[src/rtl/lmi_ifill_bus.sv]
// -----------------------------------------------------------------------------
// lmi_ifill_bus
//   Instruction-fill bus master. On a cache miss it issues the word reads of
//   one cache line (or a single word for an uncached fetch) on the local
//   memory read channel. Each returned beat goes back to the cache one cycle
//   later on IS_VAL/IS_DATA. Beats come back in the order the cache's burst
//   counter expects: critical-word-first or zero-first, and sequential-wrap
//   or interleaved.
//
// Parameters
//   BEATS   words per cache line (power of 2, 2..8)
//   MAXOUT  maximum granted-but-unreturned reads (1..3)
//
// Ports
//   CLK, RESET_D1_R_N   clock, asynchronous active-low reset
//   FILL_REQ            fill request, sampled only while idle
//   FILL_ADDR           fetch address (bits [1:0] ignored)
//   FILL_UNCACHED       single-word read of FILL_ADDR
//   MEMSEQUENTIAL       1 = sequential wrap order, 0 = interleaved order
//   MEMZEROFIRST        1 = burst starts at beat 0, 0 = critical word first
//   FILL_BUSY           fill in progress
//   IS_VAL / IS_DATA    beat strobe and data to the cache (registered)
//   FILL_ERR            pulse coincident with a beat that returned an error
//   MEM_REQ / MEM_ADDR  read address channel, held until MEM_GNT
//   MEM_GNT             address accepted this cycle
//   MEM_RVALID / MEM_RDATA / MEM_RERR   in-order read response
// -----------------------------------------------------------------------------
module lmi_ifill_bus #(
  parameter int BEATS  = 4,
  parameter int MAXOUT = 2
) (
  input  logic        CLK,
  input  logic        RESET_D1_R_N,
  input  logic        FILL_REQ,
  input  logic [31:0] FILL_ADDR,
  input  logic        FILL_UNCACHED,
  input  logic        MEMSEQUENTIAL,
  input  logic        MEMZEROFIRST,
  output logic        FILL_BUSY,
  output logic        IS_VAL,
  output logic [31:0] IS_DATA,
  output logic        FILL_ERR,
  output logic        MEM_REQ,
  output logic [31:0] MEM_ADDR,
  input  logic        MEM_GNT,
  input  logic        MEM_RVALID,
  input  logic [31:0] MEM_RDATA,
  input  logic        MEM_RERR
);

  // Offset width and beat-count width; one extra bit so N = BEATS fits.
  localparam int OW = $clog2(BEATS);
  localparam int CW = OW + 1;

  localparam logic [CW-1:0] BEATS_C  = CW'(BEATS);
  localparam logic [1:0]    MAXOUT_C = 2'(MAXOUT);

  typedef enum logic [1:0] {
    S_IDLE,
    S_ISSUE,
    S_DRAIN,
    S_DONE
  } state_t;

  state_t        r_state;
  state_t        w_state_nxt;

  // Request context captured when a fill is accepted.
  logic [31:0]   r_base;
  logic [OW-1:0] r_start;
  logic          r_seq;
  logic [CW-1:0] r_total;

  logic [CW-1:0] r_issued;
  logic [CW-1:0] r_received;
  logic [1:0]    r_outstanding;

  logic          r_is_val;
  logic [31:0]   r_is_data;
  logic          r_fill_err;

  logic          w_accept;
  logic          w_mem_req;
  logic          w_fire;
  logic          w_rsp;
  logic [OW-1:0] w_k;
  logic [OW-1:0] w_offset;
  logic [31:0]   w_off_addr;
  logic [31:0]   w_line_base;
  logic [OW-1:0] w_beat_bits;
  logic          w_unused_addr_lsbs;

  // Byte-lane bits of the fetch address carry no meaning for word reads.
  assign w_unused_addr_lsbs = ^FILL_ADDR[1:0];

  assign w_beat_bits = FILL_ADDR[OW+1:2];
  assign w_line_base = {FILL_ADDR[31:OW+2], {OW{1'b0}}, 2'b00};

  assign w_accept = (r_state == S_IDLE) && FILL_REQ;

  // Beat offset for the next beat to issue; OW-bit arithmetic wraps the
  // sequential order at the line boundary by truncation.
  assign w_k      = r_issued[OW-1:0];
  assign w_offset = r_seq ? (r_start + w_k) : (r_start ^ w_k);
  assign w_off_addr = {{(30-OW){1'b0}}, w_offset, 2'b00};

  // Request is a pure function of registers so it cannot combinationally
  // loop through the memory's grant logic.
  assign w_mem_req = (r_state == S_ISSUE) && (r_issued < r_total) &&
                     (r_outstanding < MAXOUT_C);
  assign w_fire    = w_mem_req && MEM_GNT;

  // Responses only count while a fill is actually waiting for them.
  assign w_rsp = MEM_RVALID && ((r_state == S_ISSUE) || (r_state == S_DRAIN));

  // NOTE: every state element uses non-blocking assignments so all registers
  // update together from the pre-edge values, independent of statement order.
  always_ff @(posedge CLK or negedge RESET_D1_R_N) begin
    if (!RESET_D1_R_N) begin
      r_state <= S_IDLE;
    end else begin
      r_state <= w_state_nxt;
    end
  end

  // NOTE: the next-state value is given a default before the case so every
  // path assigns it and no latch is inferred.
  always_comb begin
    w_state_nxt = r_state;
    unique case (r_state)
      S_IDLE:  if (FILL_REQ) w_state_nxt = S_ISSUE;
      S_ISSUE: if (w_fire && ((r_issued + CW'(1)) == r_total)) w_state_nxt = S_DRAIN;
      S_DRAIN: if (w_rsp && ((r_received + CW'(1)) == r_total)) w_state_nxt = S_DONE;
      S_DONE:  w_state_nxt = S_IDLE;
      default: w_state_nxt = S_IDLE;
    endcase
  end

  // Fill context. For an uncached fetch the whole word address is the base
  // and the start offset is forced to 0, so the single beat hits FILL_ADDR.
  always_ff @(posedge CLK or negedge RESET_D1_R_N) begin
    if (!RESET_D1_R_N) begin
      r_base  <= '0;
      r_start <= '0;
      r_seq   <= 1'b0;
      r_total <= '0;
    end else if (w_accept) begin
      r_base  <= FILL_UNCACHED ? {FILL_ADDR[31:2], 2'b00} : w_line_base;
      r_start <= (MEMZEROFIRST || FILL_UNCACHED) ? '0 : w_beat_bits;
      r_seq   <= MEMSEQUENTIAL;
      r_total <= FILL_UNCACHED ? CW'(1) : BEATS_C;
    end
  end

  // Issue/return bookkeeping. A grant and a response in the same cycle
  // leave the outstanding count unchanged.
  always_ff @(posedge CLK or negedge RESET_D1_R_N) begin
    if (!RESET_D1_R_N) begin
      r_issued      <= '0;
      r_received    <= '0;
      r_outstanding <= '0;
    end else if (w_accept) begin
      r_issued      <= '0;
      r_received    <= '0;
      r_outstanding <= '0;
    end else begin
      if (w_fire) r_issued   <= r_issued + CW'(1);
      if (w_rsp)  r_received <= r_received + CW'(1);
      unique case ({w_fire, w_rsp})
        2'b10:   r_outstanding <= r_outstanding + 2'd1;
        2'b01:   r_outstanding <= r_outstanding - 2'd1;
        default: r_outstanding <= r_outstanding;
      endcase
    end
  end

  // Beat return to the cache, one cycle after the memory response. Error
  // beats are still delivered; the burst runs to completion.
  always_ff @(posedge CLK or negedge RESET_D1_R_N) begin
    if (!RESET_D1_R_N) begin
      r_is_val   <= 1'b0;
      r_is_data  <= '0;
      r_fill_err <= 1'b0;
    end else begin
      r_is_val   <= w_rsp;
      r_fill_err <= w_rsp && MEM_RERR;
      if (w_rsp) r_is_data <= MEM_RDATA;
    end
  end

  assign FILL_BUSY = (r_state != S_IDLE);
  assign IS_VAL    = r_is_val;
  assign IS_DATA   = r_is_data;
  assign FILL_ERR  = r_fill_err;
  assign MEM_REQ   = w_mem_req;
  assign MEM_ADDR  = (r_state == S_ISSUE) ? (r_base | w_off_addr) : '0;

endmodule

[config.mk]
export PLATFORM = sky130hd
export DESIGN_NAME = lmi_ifill_bus
export DESIGN_NICKNAME = d
export VERILOG_FILES = /design/src/rtl/lmi_ifill_bus.sv
export SDC_FILE = /design/constraint.sdc
export NUM_CORES = 1
export LEC_CHECK = 0
export CAP_MARGIN = 20
export CORE_AREA = 2 2 104 81
export CTS_CLUSTER_SIZE = 8
export DETAILED_ROUTE_END_ITERATION = 16
export DIE_AREA = 0 0 106 83
export PLACE_DENSITY = 0.83
export REMOVE_ABC_BUFFERS = 1
export SYNTH_ARGS = -nofsm -noshare
export SYNTH_HDL_FRONTEND = slang
export SYNTH_SLANG_ARGS = --single-unit
[constraint.sdc]
create_clock -name CLK -period 3.9 [get_ports CLK]
set_input_delay 0.585 -clock CLK [delete_from_list [all_inputs] [get_ports CLK]]
set_output_delay 0.585 -clock CLK [all_outputs]
set_load 0.005 [all_outputs]
==> results of run 1 <==
[worst register-to-register path: stages (launching register included)]
cell and delay [ns]:
dfrtp_1 0.40, inv_1 0.10, ha_1 0.14, buf_4 0.30, o2111a_1 0.43, nand3_1 0.14
a221oi_2 0.31, mux2_1 0.36
[flip-flops by register name (all words and copies together), names as in the netlist]
register / cells
FILL_ERR: 1
r_start: 2
r_outstanding: 2
r_received: 3
r_seq: 1
r_base: 30
IS_VAL: 1
r_state: 2
r_total: 2
r_issued: 3
IS_DATA: 32
[logic make-up (layout without fill, tap and decap cells)]
| kind of cell | Yosys count | after routing | share of synthesized area, % |
|---|---|---|---|
| AO/OA/AOI/OAI | 12 | 12 | 2.898 |
| XOR/XNOR | 13 | 13 | 3.297 |
| adder cells (fa/ha/maj) | 9 | 9 | 3.261 |
| buffers and inverters | 25 | 163 | 3.152 |
| flip-flops | 79 | 79 | 57.25 |
| multiplexers | 36 | 36 | 11.63 |
| other | 1 | 2 | 0.1086 |
| AND/OR/NAND/NOR | 148 | 148 | 18.41 |
[stage by stage]
stage	instance area (sq um)	setup WS, ns	hold slack (ns)
after global routing	5092	1.188	0.4697
after CTS	5092	1.297	0.4267
after floorplan	3378	1.666	0.2894
after detailed placement	4893	1.434	0.4553
after global placement	4893	1.446	0.4503
final	5092	1.325	0.3848
[synth_stat cells]
cell type / number / area [sq um]
o21ai_1: 3 / 15.01
o211a_1: 1 / 10.01
xor2_1: 4 / 35.03
nand2_1: 104 / 390.4
and3_1: 1 / 6.260
inv_2: 2 / 7.510
clkbuf_1: 11 / 41.29
a21oi_1: 1 / 5.000
ha_1: 9 / 112.6
and2_1: 28 / 175.2
nor2_1: 11 / 41.29
a221oi_2: 1 / 15.01
a22o_1: 2 / 17.52
o21a_1: 2 / 15.01
nand2b_1: 1 / 6.260
buf_4: 3 / 22.52
mux2i_1: 3 / 30.03
o2111a_1: 1 / 11.26
nor2b_1: 1 / 6.260
inv_1: 5 / 18.77
nor3_1: 1 / 5.000
conb_1: 1 / 3.750
buf_2: 3 / 15.01
xnor2_1: 9 / 78.83
dfrtp_1: 79 / 1977
mux2_1: 33 / 371.6
nand3_1: 1 / 5.000
o41a_1: 1 / 11.26
clkinv_1: 1 / 3.750
[per-layer routing]
| layer | wire, um | GRT usage [%] | vias to the layer above | part of all wire (%) |
|---|---|---|---|---|
| met4 | 101 | 6.100 | 0 | 1.3 |
| met5 | 0 | 0 | - | 0 |
| met3 | 473 | 5.573 | 8 | 6.0 |
| li1 | - | - | 1287 | - |
| met1 | 3273 | 22.37 | 1299 | 42 |
| met2 | 3973 | 32.61 | 72 | 51 |
[area by class of cell]
| cell class | instances | area share (%) |
|---|---|---|
| Sequential cell | 79 | 38.82 |
| Tap cell | 105 | 2.580 |
| Clock buffer | 11 | 2.776 |
| Multi-Input combinational cell | 220 | 26.98 |
| Inverter | 8 | 0.5897 |
| Clock inverter | 5 | 1.130 |
| Timing Repair Buffer | 139 | 27.13 |
[power by group through the flow]
stage / registers, W / logic (W) / clock network, W
floorplan: 0.00140 / 0.000800 / 0
global placement: 0.00140 / 0.00161 / 0
detailed placement: 0.00143 / 0.00167 / 0
CTS: 0.00142 / 0.00168 / 0.000619
global route: 0.00147 / 0.00183 / 0.000654
finish: 0.00142 / 0.00164 / 0.000602
[cells in the final DEF, fill, tap and decap left out, types with 2 or more instances in the layout]
cell type / instances
xor2_1: 4
inv_1: 5
clkinvlp_4: 3
inv_2: 2
clkdlybuf4s50_1: 135
nand2_1: 104
nor2_1: 10
o21a_1: 2
buf_4: 4
clkbuf_8: 10
mux2i_1: 3
a22o_1: 2
mux2_1: 33
conb_1: 2
dfrtp_1: 79
xnor2_1: 9
and2_1: 28
ha_1: 9
o21ai_1: 3
[how the worst max path moves through the flow]
stage,startpoint,to,slack [ns],cells after the start
2_1_floorplan,r_state[1]$_DFFE_PN0P_,r_state[1]$_DFFE_PN0P_,1.67,6
3_3_place_gp,MEM_RVALID,r_outstanding[1]$_DFFE_PN0P_,1.45,7
3_5_place_dp,MEM_RVALID,r_outstanding[1]$_DFFE_PN0P_,1.43,7
4_1_cts,r_state[1]$_DFFE_PN0P_,MEM_ADDR[15],1.30,5
5_1_grt,r_state[1]$_DFFE_PN0P_,MEM_ADDR[18],1.19,5
6_report,r_state[1]$_DFFE_PN0P_,MEM_ADDR[11],1.33,5
==> impl_metrics.ini, run 1 <==
[run_status]
status = complete, no violations

[logic_synthesis]
ys_seq_area_share_pct = 57.25
synthCells = 323
netlist_area_sq_mm = 0.003453
ys.warnings.count = 0
synth.distinct_cells = 29
syn_avg_cell_area_sq_um = 10.69
synth-seq-cells = 79

[pwr]
sw_frac_of_total_pct = 32.46
cellLeakagePower_nw = 2.331
p_total_w = 0.003659
clkPwrFrac_pct = 16.4
power.internal_w = 0.002471
combPwrFrac_pct = 44.8
powerDensity_mw_per_mm2 = 718.6
irDropWorstVdd_mv = 0.3526
p_seq_share_pct = 38.7
p_switching_w = 0.001188

[sta]
slew_headroom_pct = 35.52
clock-skew-final_ns = 0.008338
setup_viol = 0
tns_ns = 0
hold_violations = 0
drv_slew = 0
worst_pin_slew_ns = 0.9672
fin_crit_ns = 2.575
max_freq_mhz = 388.4
grt_setup_unrepaired = no
post-route-period-util_pct = 66.02

[floorplan]
die_h_um = 83
num_rows = 28
dieArea_sq_mm = 0.008798
coreArea_sq_mm = 0.007742
initial_utilization_pct = 44.60
io-pin-count = 141
die_w_um = 106

[routing]
ant_nets = 0
drc = 0
drtPass1Iterations = 4
routed_wirelength_um = 7822
first_iter_violations = 63
avgViaCountPerCell = 4.702
wire_per_inst_um = 13.80
num_vias = 2666

[critical_path]
end_kind = output pin
required_ns = 3.31
worst_path_max_delay_cell = clkdlybuf4s50_1
path_cells = inv_1 > ha_1 > buf_4 > and2_1 > clkdlybuf4s50_1
critPathMaxStageDelay_ns = 0.50
path_delay_family = buffers and inverters
crit_buf_inv = 3
worstSetupStartpointType = flip-flop
reg2reg_depth = 7
worstReg2RegEnd = r_state[1]$_DFFE_PN0P_
worstPathMaxFanout = 33
r2r_setup_slack_ns = 1.60
critPathKind = flip-flop to output pin
cp.arrival_ns = 1.99
reg2reg_from = r_state[1]$_DFFE_PN0P_

[clocking]
path_clk_slew_ns = 0.08
clkSinkCount = 79
cts_tree = yes
cts-buffers-inserted = 9
clock_latency_ns = 0.34
cts_buffer_depth = 2
cts_setup_buffers = 0
cts_resized = 0
cts-hold-fix-buffers = 0
root_buffer = clkbuf_8
cts.htree.levels = 3

[job]
max_cap_viol_count = 0

[cells_and_area]
fin_util_pct = 65.77
fillers = 637
seqCellArea_sq_mm = 0.001977
nNetsFinal = 539
num_antenna_cells = 0
instances_no_fill = 567
layout-drive-gt1-share_pct = 4.978
multi_input_area_sq_mm = 0.001374
syn_to_final_growth_pct = 47.46

[place]
place_inst = 551
gp_congestion = 0.7776
dp_hpwl_um = 5487
numPortBuffers = 136

[grt]
grt_overflow = 0
grtUsageTotal_pct = 18.78
antenna_found_initial = 0
grt_pass1_vias = 2820
grt_pass1_wl_um = 13160
grt_max_degree = 80

[hold_path]
hold_class = input port to asynchronous set/reset pin
(Power assumes the default switching activity.)
==> run 2: changes to the inputs <==
--- a/config.mk
+++ b/config.mk
@@ -6,11 +6,11 @@
 export NUM_CORES = 1
 export LEC_CHECK = 0
 export CAP_MARGIN = 20
-export CORE_AREA = 2 2 104 81
+export CORE_AREA = 2 2 112 87
 export CTS_CLUSTER_SIZE = 8
 export DETAILED_ROUTE_END_ITERATION = 16
-export DIE_AREA = 0 0 106 83
-export PLACE_DENSITY = 0.83
+export DIE_AREA = 0 0 114 89
+export PLACE_DENSITY = 0.75
 export REMOVE_ABC_BUFFERS = 1
 export SYNTH_ARGS = -nofsm -noshare
 export SYNTH_HDL_FRONTEND = slang
==> constraint.sdc (replaced) <==
create_clock -name CLK -period 2.1 [get_ports CLK]
set_input_delay 0.315 -clock CLK [delete_from_list [all_inputs] [get_ports CLK]]
set_output_delay 0.315 -clock CLK [all_outputs]
set_load 0.005 [all_outputs]
==> impl_metrics.ini, run 2 (same netlist as run 1, synthesis figures left out) <==
[run_status]
status = complete, no violations

[cells_and_area]
final_cell_mix = nand2_1, clkdlybuf4s50_1, dfrtp_1
nNetsFinal = 556
syn_to_final_growth_pct = 59.13
layout-drive-gt1-share_pct = 8.768
instances_no_fill = 591
fillers = 750
multi_input_area_sq_mm = 0.001389
fin_util_pct = 61.51
largest_reg_flops = 32
num_antenna_cells = 0
seqCellArea_sq_mm = 0.001978

[routing]
routed_wirelength_um = 8416
ant_nets = 0
first_iter_violations = 121
num_vias = 2728
drc = 0
wire_per_inst_um = 14.24
drtPass1Iterations = 4
avgViaCountPerCell = 4.616

[critical_path]
path_delay_family = compound AO/OA/AOI/OAI gates
required_ns = 2.30
worstPathMaxFanout = 4
critPathKind = flip-flop to flip-flop
worstReg2RegEnd = r_state[1]$_DFFE_PN0P_
worstSetupEndpoint = r_state[1]$_DFFE_PN0P_
reg2reg_depth = 6
r2r_setup_slack_ns = 0.003
worst_path_max_delay_cell = o41a_1
cp.arrival_ns = 2.30
path_cells = inv_1 > ha_1 > nand2_1 > o41a_1 > a221oi_2 > mux2_1
cp.depth = 6
end_kind = flip-flop
worstSetupStartpointType = flip-flop
critPathLaunch = r_state[0]$_DFFE_PN0P_
critPathMaxStageDelay_ns = 0.43
crit_buf_inv = 1
reg2reg_from = r_state[0]$_DFFE_PN0P_

[floorplan]
num_rows = 30
coreArea_sq_mm = 0.008934
io-pin-count = 141
die_w_um = 114
initial_utilization_pct = 38.66
die_h_um = 89
dieArea_sq_mm = 0.01015

[grt]
grt_pass1_vias = 2850
grt_max_degree = 48
grt_overflow = 0
antenna_found_initial = 0
grt_pass1_wl_um = 13590
grtUsageTotal_pct = 17.24

[sta]
max_freq_mhz = 477.0
drv_slew = 0
hold_violations = 0
fin_crit_ns = 2.097
post-route-period-util_pct = 99.84
tns_ns = 0
layout_setup_ws_ns = 0.003349
grt_setup_unrepaired = yes
setup_viol = 0
clock-skew-final_ns = 0.003982

[place]
dpl_worst_slack_ns = 0.04522
dp_hpwl_um = 5920
gp_congestion = 0.7563
place_inst = 563
numPortBuffers = 136

[hold_path]
hold_class = input port to asynchronous set/reset pin

[clocking]
cts_tree = yes
clkSinkCount = 79
cts-buffers-inserted = 9
clock_latency_ns = 0.32
cts.htree.levels = 3
root_buffer = clkbuf_16
path_clk_slew_ns = 0.06
cts_buffer_depth = 2

[pwr]
powerDensity_mw_per_mm2 = 1391
irDropWorstVdd_mv = 0.5708
cellLeakagePower_nw = 2.979

[job]
max_cap_viol_count = 0
[run 2: cell type report]
cell class                 instances  share of cell area, %
sequential                        79                  36.00
timing repair buffer             156                  29.71
multi-input combinational        220                  25.27
clock buffer                      13                  4.736
tap                              112                  2.550
clock inverter                     3                  1.184
inverter                           8                 0.5464
[run 2: power breakdown]
group          total [W]  switching (W)  internal (W)
Clock            0.00167       0.000566       0.00110
Combinational    0.00333        0.00137       0.00196
Sequential       0.00264       0.000390       0.00226
[run 2: timing repair]
item                                    in CTS  in global routing
resized for setup                           13                 29
endpoints found under the setup margin      31                 29
endpoints found under the hold margin       32                  0
cloned                                       0                  0
setup buffers                                8                  3
hold buffers                                 1                  0
[run 2: metrics by stage]
stage | total power (W) | hold WS, ns | instance area, sq um
floorplan | 0.004092 | 0.01941 | 3378
global placement | 0.005732 | 0.2841 | 4977
detailed placement | 0.005868 | 0.2874 | 4977
CTS | 0.007754 | 0.4706 | 5401
global route | 0.008204 | 0.4976 | 5495
finish | 0.007645 | 0.4610 | 5495
[run 2: how the worst min path moves through the flow]
stage          depth (start not counted)  slack (ns)                 endpoint
2_1_floorplan                          0        0.02       FILL_ERR$_DFF_PN0_
3_3_place_gp                           1        0.28  IS_DATA[12]$_DFFE_PN0P_
3_5_place_dp                           1        0.29  IS_DATA[12]$_DFFE_PN0P_
4_1_cts                                2        0.47   r_base[23]$_DFFE_PN0P_
5_1_grt                                2        0.50  IS_DATA[15]$_DFFE_PN0P_
6_report                               2        0.46  IS_DATA[26]$_DFFE_PN0P_
[run 2: layer usage]
metal  GRT usage, %  routed length [um]  vias up  part of all wire [%]
li1               -                   -     1326                     -
met1          21.60                3631     1317                    43
met2          28.68                4158       74                    49
met3          5.831                 518       11                   6.2
met4          5.322                 108        0                   1.3
met5              0                   0        -                     0
